===== src/rtl/nn_pkg.sv =====
// Shared fixed-point constants and the layer-sequencer state encoding.
package nn_pkg;

    localparam int          WIDTH = 32;
    localparam int          FBITS = 24;
    localparam logic [31:0] ONE   = 32'h0100_0000;

    typedef enum logic [1:0] {
        S_IDLE  = 2'd0,
        S_FETCH = 2'd1,
        S_EVAL  = 2'd2,
        S_DONE  = 2'd3
    } sched_state_t;

endpackage


===== src/rtl/layer_sched_a.sv =====
// Layer sequencer: runs each neuron of one layer through a shared external
// neuron datapath, fetching weights per neuron and collecting the outputs.
module layer_sched_a
    import nn_pkg::*;
#(
    parameter int WIDTH     = 32,
    parameter int N_NEURONS = 3,
    parameter int AW        = 8
) (
    input  logic                         clk,
    input  logic                         rst_n,
    input  logic                         in_valid,
    output logic                         in_ready,
    input  logic [WIDTH-1:0]             in_a1,
    input  logic [WIDTH-1:0]             in_a2,
    input  logic [WIDTH-1:0]             in_a3,
    output logic                         w_en,
    output logic [AW-1:0]                w_addr,
    input  logic [4*WIDTH-1:0]           w_rdata,
    output logic [WIDTH-1:0]             n_a1,
    output logic [WIDTH-1:0]             n_a2,
    output logic [WIDTH-1:0]             n_a3,
    output logic [WIDTH-1:0]             n_w1,
    output logic [WIDTH-1:0]             n_w2,
    output logic [WIDTH-1:0]             n_w3,
    output logic [WIDTH-1:0]             n_b,
    input  logic [WIDTH-1:0]             n_y,
    output logic                         out_valid,
    input  logic                         out_ready,
    output logic [N_NEURONS*WIDTH-1:0]   y_flat,
    output logic                         busy
);

    sched_state_t               r_state;
    sched_state_t               w_next;
    logic [AW-1:0]              r_idx;
    logic [WIDTH-1:0]           r_a1, r_a2, r_a3;
    logic [WIDTH-1:0]           r_w1, r_w2, r_w3, r_b;
    logic [N_NEURONS*WIDTH-1:0] r_y;
    logic                       w_last;
    logic                       w_accept;
    logic                       w_eval;

    assign w_last   = (r_idx == AW'(N_NEURONS - 1));
    assign w_eval   = (r_state == S_EVAL);
    assign w_accept = (r_state == S_IDLE) && in_valid;

    always_comb begin
        w_next    = r_state;
        in_ready  = 1'b0;
        out_valid = 1'b0;
        busy      = 1'b0;
        w_en      = 1'b0;
        unique case (r_state)
            S_IDLE: begin
                in_ready = 1'b1;
                if (in_valid) w_next = S_FETCH;
            end
            S_FETCH: begin
                busy   = 1'b1;
                w_en   = 1'b1;
                w_next = S_EVAL;
            end
            S_EVAL: begin
                busy   = 1'b1;
                w_next = w_last ? S_DONE : S_FETCH;
            end
            S_DONE: begin
                out_valid = 1'b1;
                if (out_ready) w_next = S_IDLE;
            end
            default: w_next = S_IDLE;
        endcase
    end

    always_ff @(posedge clk or negedge rst_n) begin
        if (!rst_n) begin
            r_state <= S_IDLE;
            r_idx   <= '0;
            r_a1    <= '0;
            r_a2    <= '0;
            r_a3    <= '0;
            r_w1    <= '0;
            r_w2    <= '0;
            r_w3    <= '0;
            r_b     <= '0;
            r_y     <= '0;
        end else begin
            r_state <= w_next;
            if (w_accept) begin
                r_a1  <= in_a1;
                r_a2  <= in_a2;
                r_a3  <= in_a3;
                r_idx <= '0;
            end
            if (w_eval) begin
                // Weight copies keep n_w*/n_b stable once the memory read data moves on.
                r_w1 <= w_rdata[0*WIDTH +: WIDTH];
                r_w2 <= w_rdata[1*WIDTH +: WIDTH];
                r_w3 <= w_rdata[2*WIDTH +: WIDTH];
                r_b  <= w_rdata[3*WIDTH +: WIDTH];
                for (int unsigned k = 0; k < N_NEURONS; k++) begin
                    if (r_idx == AW'(k)) r_y[k*WIDTH +: WIDTH] <= n_y;
                end
                if (!w_last) r_idx <= r_idx + 1'b1;
            end
        end
    end

    assign w_addr = r_idx;
    assign n_a1   = r_a1;
    assign n_a2   = r_a2;
    assign n_a3   = r_a3;
    assign n_w1   = w_eval ? w_rdata[0*WIDTH +: WIDTH] : r_w1;
    assign n_w2   = w_eval ? w_rdata[1*WIDTH +: WIDTH] : r_w2;
    assign n_w3   = w_eval ? w_rdata[2*WIDTH +: WIDTH] : r_w3;
    assign n_b    = w_eval ? w_rdata[3*WIDTH +: WIDTH] : r_b;
    assign y_flat = r_y;

endmodule

===== config.mk =====
export PLATFORM = sky130hd
export DESIGN_NAME = layer_sched_a
export DESIGN_NICKNAME = d
export VERILOG_FILES = /design/src/rtl/nn_pkg.sv /design/src/rtl/layer_sched_a.sv
export SDC_FILE = /design/constraint.sdc
export NUM_CORES = 1
export LEC_CHECK = 0
export CAP_MARGIN = 20
export CELL_PAD_IN_SITES_DETAIL_PLACEMENT = 2
export CELL_PAD_IN_SITES_GLOBAL_PLACEMENT = 2
export CORE_MARGIN = 8
export CORE_UTILIZATION = 27
export CTS_BUF_LIST = sky130_fd_sc_hd__clkbuf_4 sky130_fd_sc_hd__clkbuf_8
export CTS_CLUSTER_SIZE = 12
export DETAILED_ROUTE_END_ITERATION = 12
export PLACE_DENSITY = 0.92
export SYNTH_ARGS = -nofsm -noshare
export SYNTH_HDL_FRONTEND = slang
export SYNTH_SLANG_ARGS = --single-unit

===== constraint.sdc =====
create_clock -name clk -period 3.3 [get_ports clk]
set_input_delay 0.66 -clock clk [delete_from_list [all_inputs] [get_ports clk]]
set_output_delay 0.66 -clock clk [all_outputs]
set_load 0.05 [all_outputs]

==> impl_metrics.py <==
metrics = {
    "worst_setup_path": {
        "worst_r2r_endpoint": "y_flat[89]",
        "endpoint_kind": "output pin",
        "critPathMaxStageDelay_ps": 900,
        "critPathKind": "register to output pin",
        "critical_path.cell_chain": "inv_1 -> ha_1 -> clkdlybuf4s50_1",
        "r2r_cells": 5,
        "start_kind": "register",
        "crit_arrival_ps": 2460,
        "critPathSlowestCell": "clkdlybuf4s50_1",
        "worstPathMaxFanout": 4,
        "rrSetupSlack_ps": 550,
        "required_ps": 2640,
        "reg2reg_from": "w_addr[6]",
    },
    "die": {
        "die_width_um": 230,
        "die_y_um": 230,
        "initial_core_util_pct": 27.4,
        "die_area_um2": 53100,
        "num_io_pins": 592,
        "num_rows": 78,
        "fp.coreArea_um2": 45400,
    },
    "timing": {
        "worst_pin_slew_ps": 733,
        "fin_crit_ps": 3120,
        "fin_crit_sh_pct": 94.4,
        "max_freq_ghz": 0.321,
        "layout_setup_ws_ps": 184,
        "setup_viol": 0,
        "final-max-slew-violation-count": 0,
        "relSlewSlack_pct": 51.1,
        "grt_setup_unrepaired": "no",
        "fin_tns_setup_ps": 0,
        "hold_violations": 0,
        "final.setup_skew_ps": 25.3,
    },
    "placement": {
        "dp_slack_ps": 273,
        "place_hpwl_um": 42900,
        "port_buffers": 591,
        "gp_congestion": 0.774,
    },
    "synth": {
        "synth_warnings": 0,
        "yosysUniqueCellTypes": 27,
        "synth-seq-area-share_pct": 66.5,
        "synthCells": 745,
        "synth-edff-count": 0,
        "synth_ff_type": "dfrtp_1",
        "async_flop_share_pct": 100,
        "ys_seq_elements": 330,
        "synth_nets": 1014,
        "avgSynthCellArea_um2": 16.7,
        "syn-cell-area_um2": 12400,
    },
    "detailed_routing": {
        "viasPerCell": 4.49,
        "dr.pass1.iters": 4,
        "wl_um": 58800,
        "wl_per_cell_um": 28.7,
        "num_vias": 9192,
        "ant_nets": 0,
        "drcViolationCount": 0,
        "drtIter0Drc": 280,
    },
    "clock_tree": {
        "clockBufferDepth": 3,
        "cts_buffers": 60,
        "htree_num_levels": 2,
        "clock_latency_ps": 660,
        "clk_pin_slew_ps": 60,
        "postCtsHoldBufs": 0,
        "cts_tree": "done",
        "cts_root_buf": "clkbuf_8",
        "cts.sinks": 330,
    },
    "run_status": {
        "outcome": "finished clean",
    },
    "cells_and_area": {
        "final_nets": 1655,
        "area_growth_pct": 63.8,
        "drive_above_1_share_pct": 36.7,
    },
    "global_route": {
        "first_global_vias": 11200,
        "antenna_found_initial": 19,
        "grt_pass1_wl_um": 83200,
        "grt_max_degree": 82,
        "grt-ovfl-total": 0,
        "grt_usage_pct": 21.3,
    },
    "hold_path": {
        "hp-class": "input port to asynchronous set/reset pin",
    },
    "run": {
        "cap_violations": 0,
    },
}
## critical path, delay by kind of cell (launching register included)
kind / cells / cell delay (ps)
adders and majority gates: 1 / 300
buffers and inverters: 2 / 1060
DFF: 1 / 450
## cell usage in the layout (no fill, tap or decap), types with 2 or more instances in the layout
| cell | count |
|---|---|
| clkdlybuf4s50_1 | 462 |
| buf_4 | 113 |
| buf_16 | 4 |
| a21oi_1 | 2 |
| buf_12 | 6 |
| inv_1 | 7 |
| mux2_1 | 33 |
| and3_1 | 2 |
| nor3b_1 | 2 |
| ha_1 | 8 |
| mux2_2 | 287 |
| clkbuf_4 | 20 |
| and2_1 | 2 |
| clkinv_2 | 9 |
| xor2_1 | 2 |
| dfrtp_1 | 330 |
| nand3_1 | 4 |
| nand2_1 | 4 |
| nand4_1 | 3 |
| inv_6 | 3 |
| nor3_1 | 3 |
| a211o_1 | 3 |
| diode_2 | 15 |
| o21ai_0 | 4 |
| nor2_1 | 2 |
| dlygate4sd2_1 | 28 |
| clkbuf_8 | 74 |
## metrics by stage
| stage | area [um^2] | std cells | hold WS, ps | utilization, % |
|---|---|---|---|---|
| 6_report | 20300 | 2047 | 16.5 | 44.8 |
| 5_1_grt | 20300 | 2046 | 26.2 | 44.8 |
| 4_1_cts | 20300 | 2031 | 4.97 | 44.7 |
| 3_5_place_dp | 18900 | 1920 | 484 | 41.7 |
| 3_3_place_gp | 18900 | 1920 | 474 | 41.7 |
| 2_1_floorplan | 12400 | 745 | 364 | - |
## sequential cells by signal, summed over array words and instances, names as in the netlist, 32 cells and up
register	flops
n_a3	32
r_w1	32
y_flat	96
n_a1	32
r_w3	32
r_w2	32
n_a2	32
r_b	32
## metal layers
metal / track usage (%) / up-vias / wire length, um / part of all wire (%)
met5: 0 / - / 22 / 0.037
met4: 10.9 / 4 / 2180 / 3.7
met3: 8.93 / 105 / 5310 / 9.0
met2: 38.8 / 423 / 31900 / 54
met1: 20.3 / 4723 / 19300 / 33
li1: - / 3937 / - / -
## area by class of cell
class / count / area [um^2]
fillers: 4341 / 25000
repair buffers: 615 / 5990
multi-input cells: 371 / 4010
flip-flops and latches: 330 / 8260
clock inverters: 14 / 109
well taps: 600 / 751
diodes: 15 / 37.5
clock buffers: 94 / 1170
inverters: 8 / 30.0
## worst max-delay path by stage
stage | start | endpoint | cells after the start
detailed placement | r_state[0] | n_w1[11] | 5
global route | r_state[1] | in_ready | 3
floorplan | r_state[0] | n_w1[0] | 6
CTS | r_state[0] | n_w1[11] | 6
finish | r_state[1] | in_ready | 3
global placement | r_state[0] | n_w1[28] | 5
## repair_timing
action                                  CTS  global route
pin swaps                                 1             0
cloned                                    1             1
gates resized for setup                  33             2
endpoints found under the setup margin  128            16
buffers inserted                          2             0
## cells in the mapped netlist, drive strengths merged, types with 3 or more instances
cell,count,area [um^2]
mux2,320,3600
nand4,3,18.8
nand2,5,18.8
a211o,3,26.3
buf,9,45.0
clkbuf,27,101
ha,9,113
dfrtp,330,8260
o21ai,4,20.0
inv,8,30.0
nand3,4,20.0
nor3,3,15.0
## kinds of logic (layout without fill, tap and decap cells)
family                   after synthesis  after routing  synth area share (%)
adder cells (fa/ha/maj)                9              9                 0.907
buffers and inverters                 44            731                  1.42
AO/OA/AOI/OAI                         14             14                 0.836
AND/OR/NAND/NOR                       26             26                  1.20
flip-flops                           330            330                  66.5
XOR/XNOR                               2              2                 0.141
other                                  0             15                     0
multiplexers                         320            320                  29.0
Power is left out: the tool's default activity adds up to more than one toggle a clock period on the data nets, which glitch-free logic cannot reach.
==> edit (same settings) <==
Reset style: synchronous (`rst_n`), changed in one clocked block.
--- a/src/rtl/layer_sched_a.sv
+++ b/src/rtl/layer_sched_a.sv
@@ -73,7 +73,7 @@
         endcase
     end
 
-    always_ff @(posedge clk or negedge rst_n) begin
+    always_ff @(posedge clk) begin
         if (!rst_n) begin
             r_state <= S_IDLE;
             r_idx   <= '0;
Formal check against the unedited RTL: differs if rst_n is asserted again (counterexample within 4 cycles, from zero or initial values and one cycle with rst_n low); with rst_n held inactive, the same outputs for 4 cycles.
==> edit against the original RTL <==
Die area decreased by 2.1%. Cell area decreased by 2.7%. Sequential cell count unchanged. Critical path depth increased by 3. Sequential share of layout area decreased by 7.2 points. Count of clock-buffer cells in the layout increased by 3. Fmax decreased by 1.4%. Area after synthesis decreased by 2.3%. Worst setup slack got worse by 0.043 ns. Wire length increased by 13%. Hold slack improved by 0.44 ns. Clock skew increased by 0.019 ns. Largest cell class unchanged.
==> edit: results (changes against the original RTL) <==
synthDistinctLibCells: 39  # +44%
globalRouteTotalUtil: 0.244  # +0.0311
grt_max_degree: 109  # +33%
syn_area_per_cell_sq_um: 9.16  # -45%
gp_congestion: 0.817  # +5.6%
skew_ns: 0.0439  # +0.0186 ns
synthMuxAreaShare: 0.119  # -0.171
dp_slack_ns: 0.282  # +0.00944 ns
async_flop_share: 0  # -1.00
hold_path.class: "reg -> reg"
grt_first_pass_wirelength_mm: 97.1  # +17%
drtIter0Drc: 501  # +79%
antenna_found_initial: 18  # -1
reg2reg_depth: 9  # +4
drive_above_1_share: 0.191  # -0.176
synth.area.top_cells: "dfxtp_1, nand2_1, mux2_2"
grt_pass1_vias: 14400  # +28%
status: "completed"
holdWs_ns: 0.455  # +0.438 ns
syn-num-nets: 1594  # +57%
r2r_slack_ns: 0.66  # +0.11 ns
yosys.area_share.adder: 0.00928  # +0.000214
place_area_sq_um: 18500  # -2.6%
wl_per_cell_um: 26.0  # -9.3%
fin_nets: 2178  # +32%
## edit: layer usage
metal  GRT usage  vias to the layer above  share of wire  wire, um
li1            -                     5500              -         -
met1       0.230                     6068           0.34     22500
met2       0.458                      487           0.54     35700
met3      0.0898                      164          0.079      5240
met4       0.123                        6          0.046      3050
met5           0                        -        0.00062        41
## edit: layout make-up
class	instances	area, sq um	area share
Clock buffer	97	1200	0.0608
Tap cell	592	741	0.0374
Timing Repair Buffer	617	5930	0.300
Sequential cell	330	6610	0.334
Clock inverter	7	110	0.00556
Inverter	8	35.0	0.00177
Multi-Input combinational cell	893	5130	0.259
Antenna cell	15	37.5	0.00190
## edit: what timing repair did
action | in CTS | in global routing
gates cloned | 1 | 0
setup endpoints to repair | 116 | 12
gates resized for setup | 39 | 24
endpoints found under the hold margin | 0 | 0
setup buffers | 4 | 0
## edit: worst max path at each step
stage,from,endpoint,cells past startpoint
after floorplan,r_state[0],n_w1[0],6
after global placement,r_state[0],n_w1[28],4
after detailed placement,r_state[0],n_w3[14],4
after CTS,r_state[0],n_w1[28],6
after global routing,r_state[0],n_w3[4],6
final,r_state[0],n_b[21],6
## edit: cells by family (layout without fill, tap and decap cells)
| family | after synthesis | in the layout |
|---|---|---|
| multiplexers | 128 | 128 |
| XOR/XNOR | 1 | 1 |
| other | 0 | 15 |
| AO/OA/AOI/OAI | 209 | 209 |
| AND/OR/NAND/NOR | 546 | 546 |
| adder cells (fa/ha/maj) | 9 | 9 |
| buffers and inverters | 102 | 729 |
| flip-flops | 330 | 330 |
## edit: power by group
| group | switching, mW | internal, mW | total, mW |
|---|---|---|---|
| registers | 0.205 | 4.39 | 4.60 |
| logic | 3.63 | 1.77 | 5.40 |
| clock network | 1.79 | 2.51 | 4.31 |
| total | 5.63 | 8.67 | 14.3 |
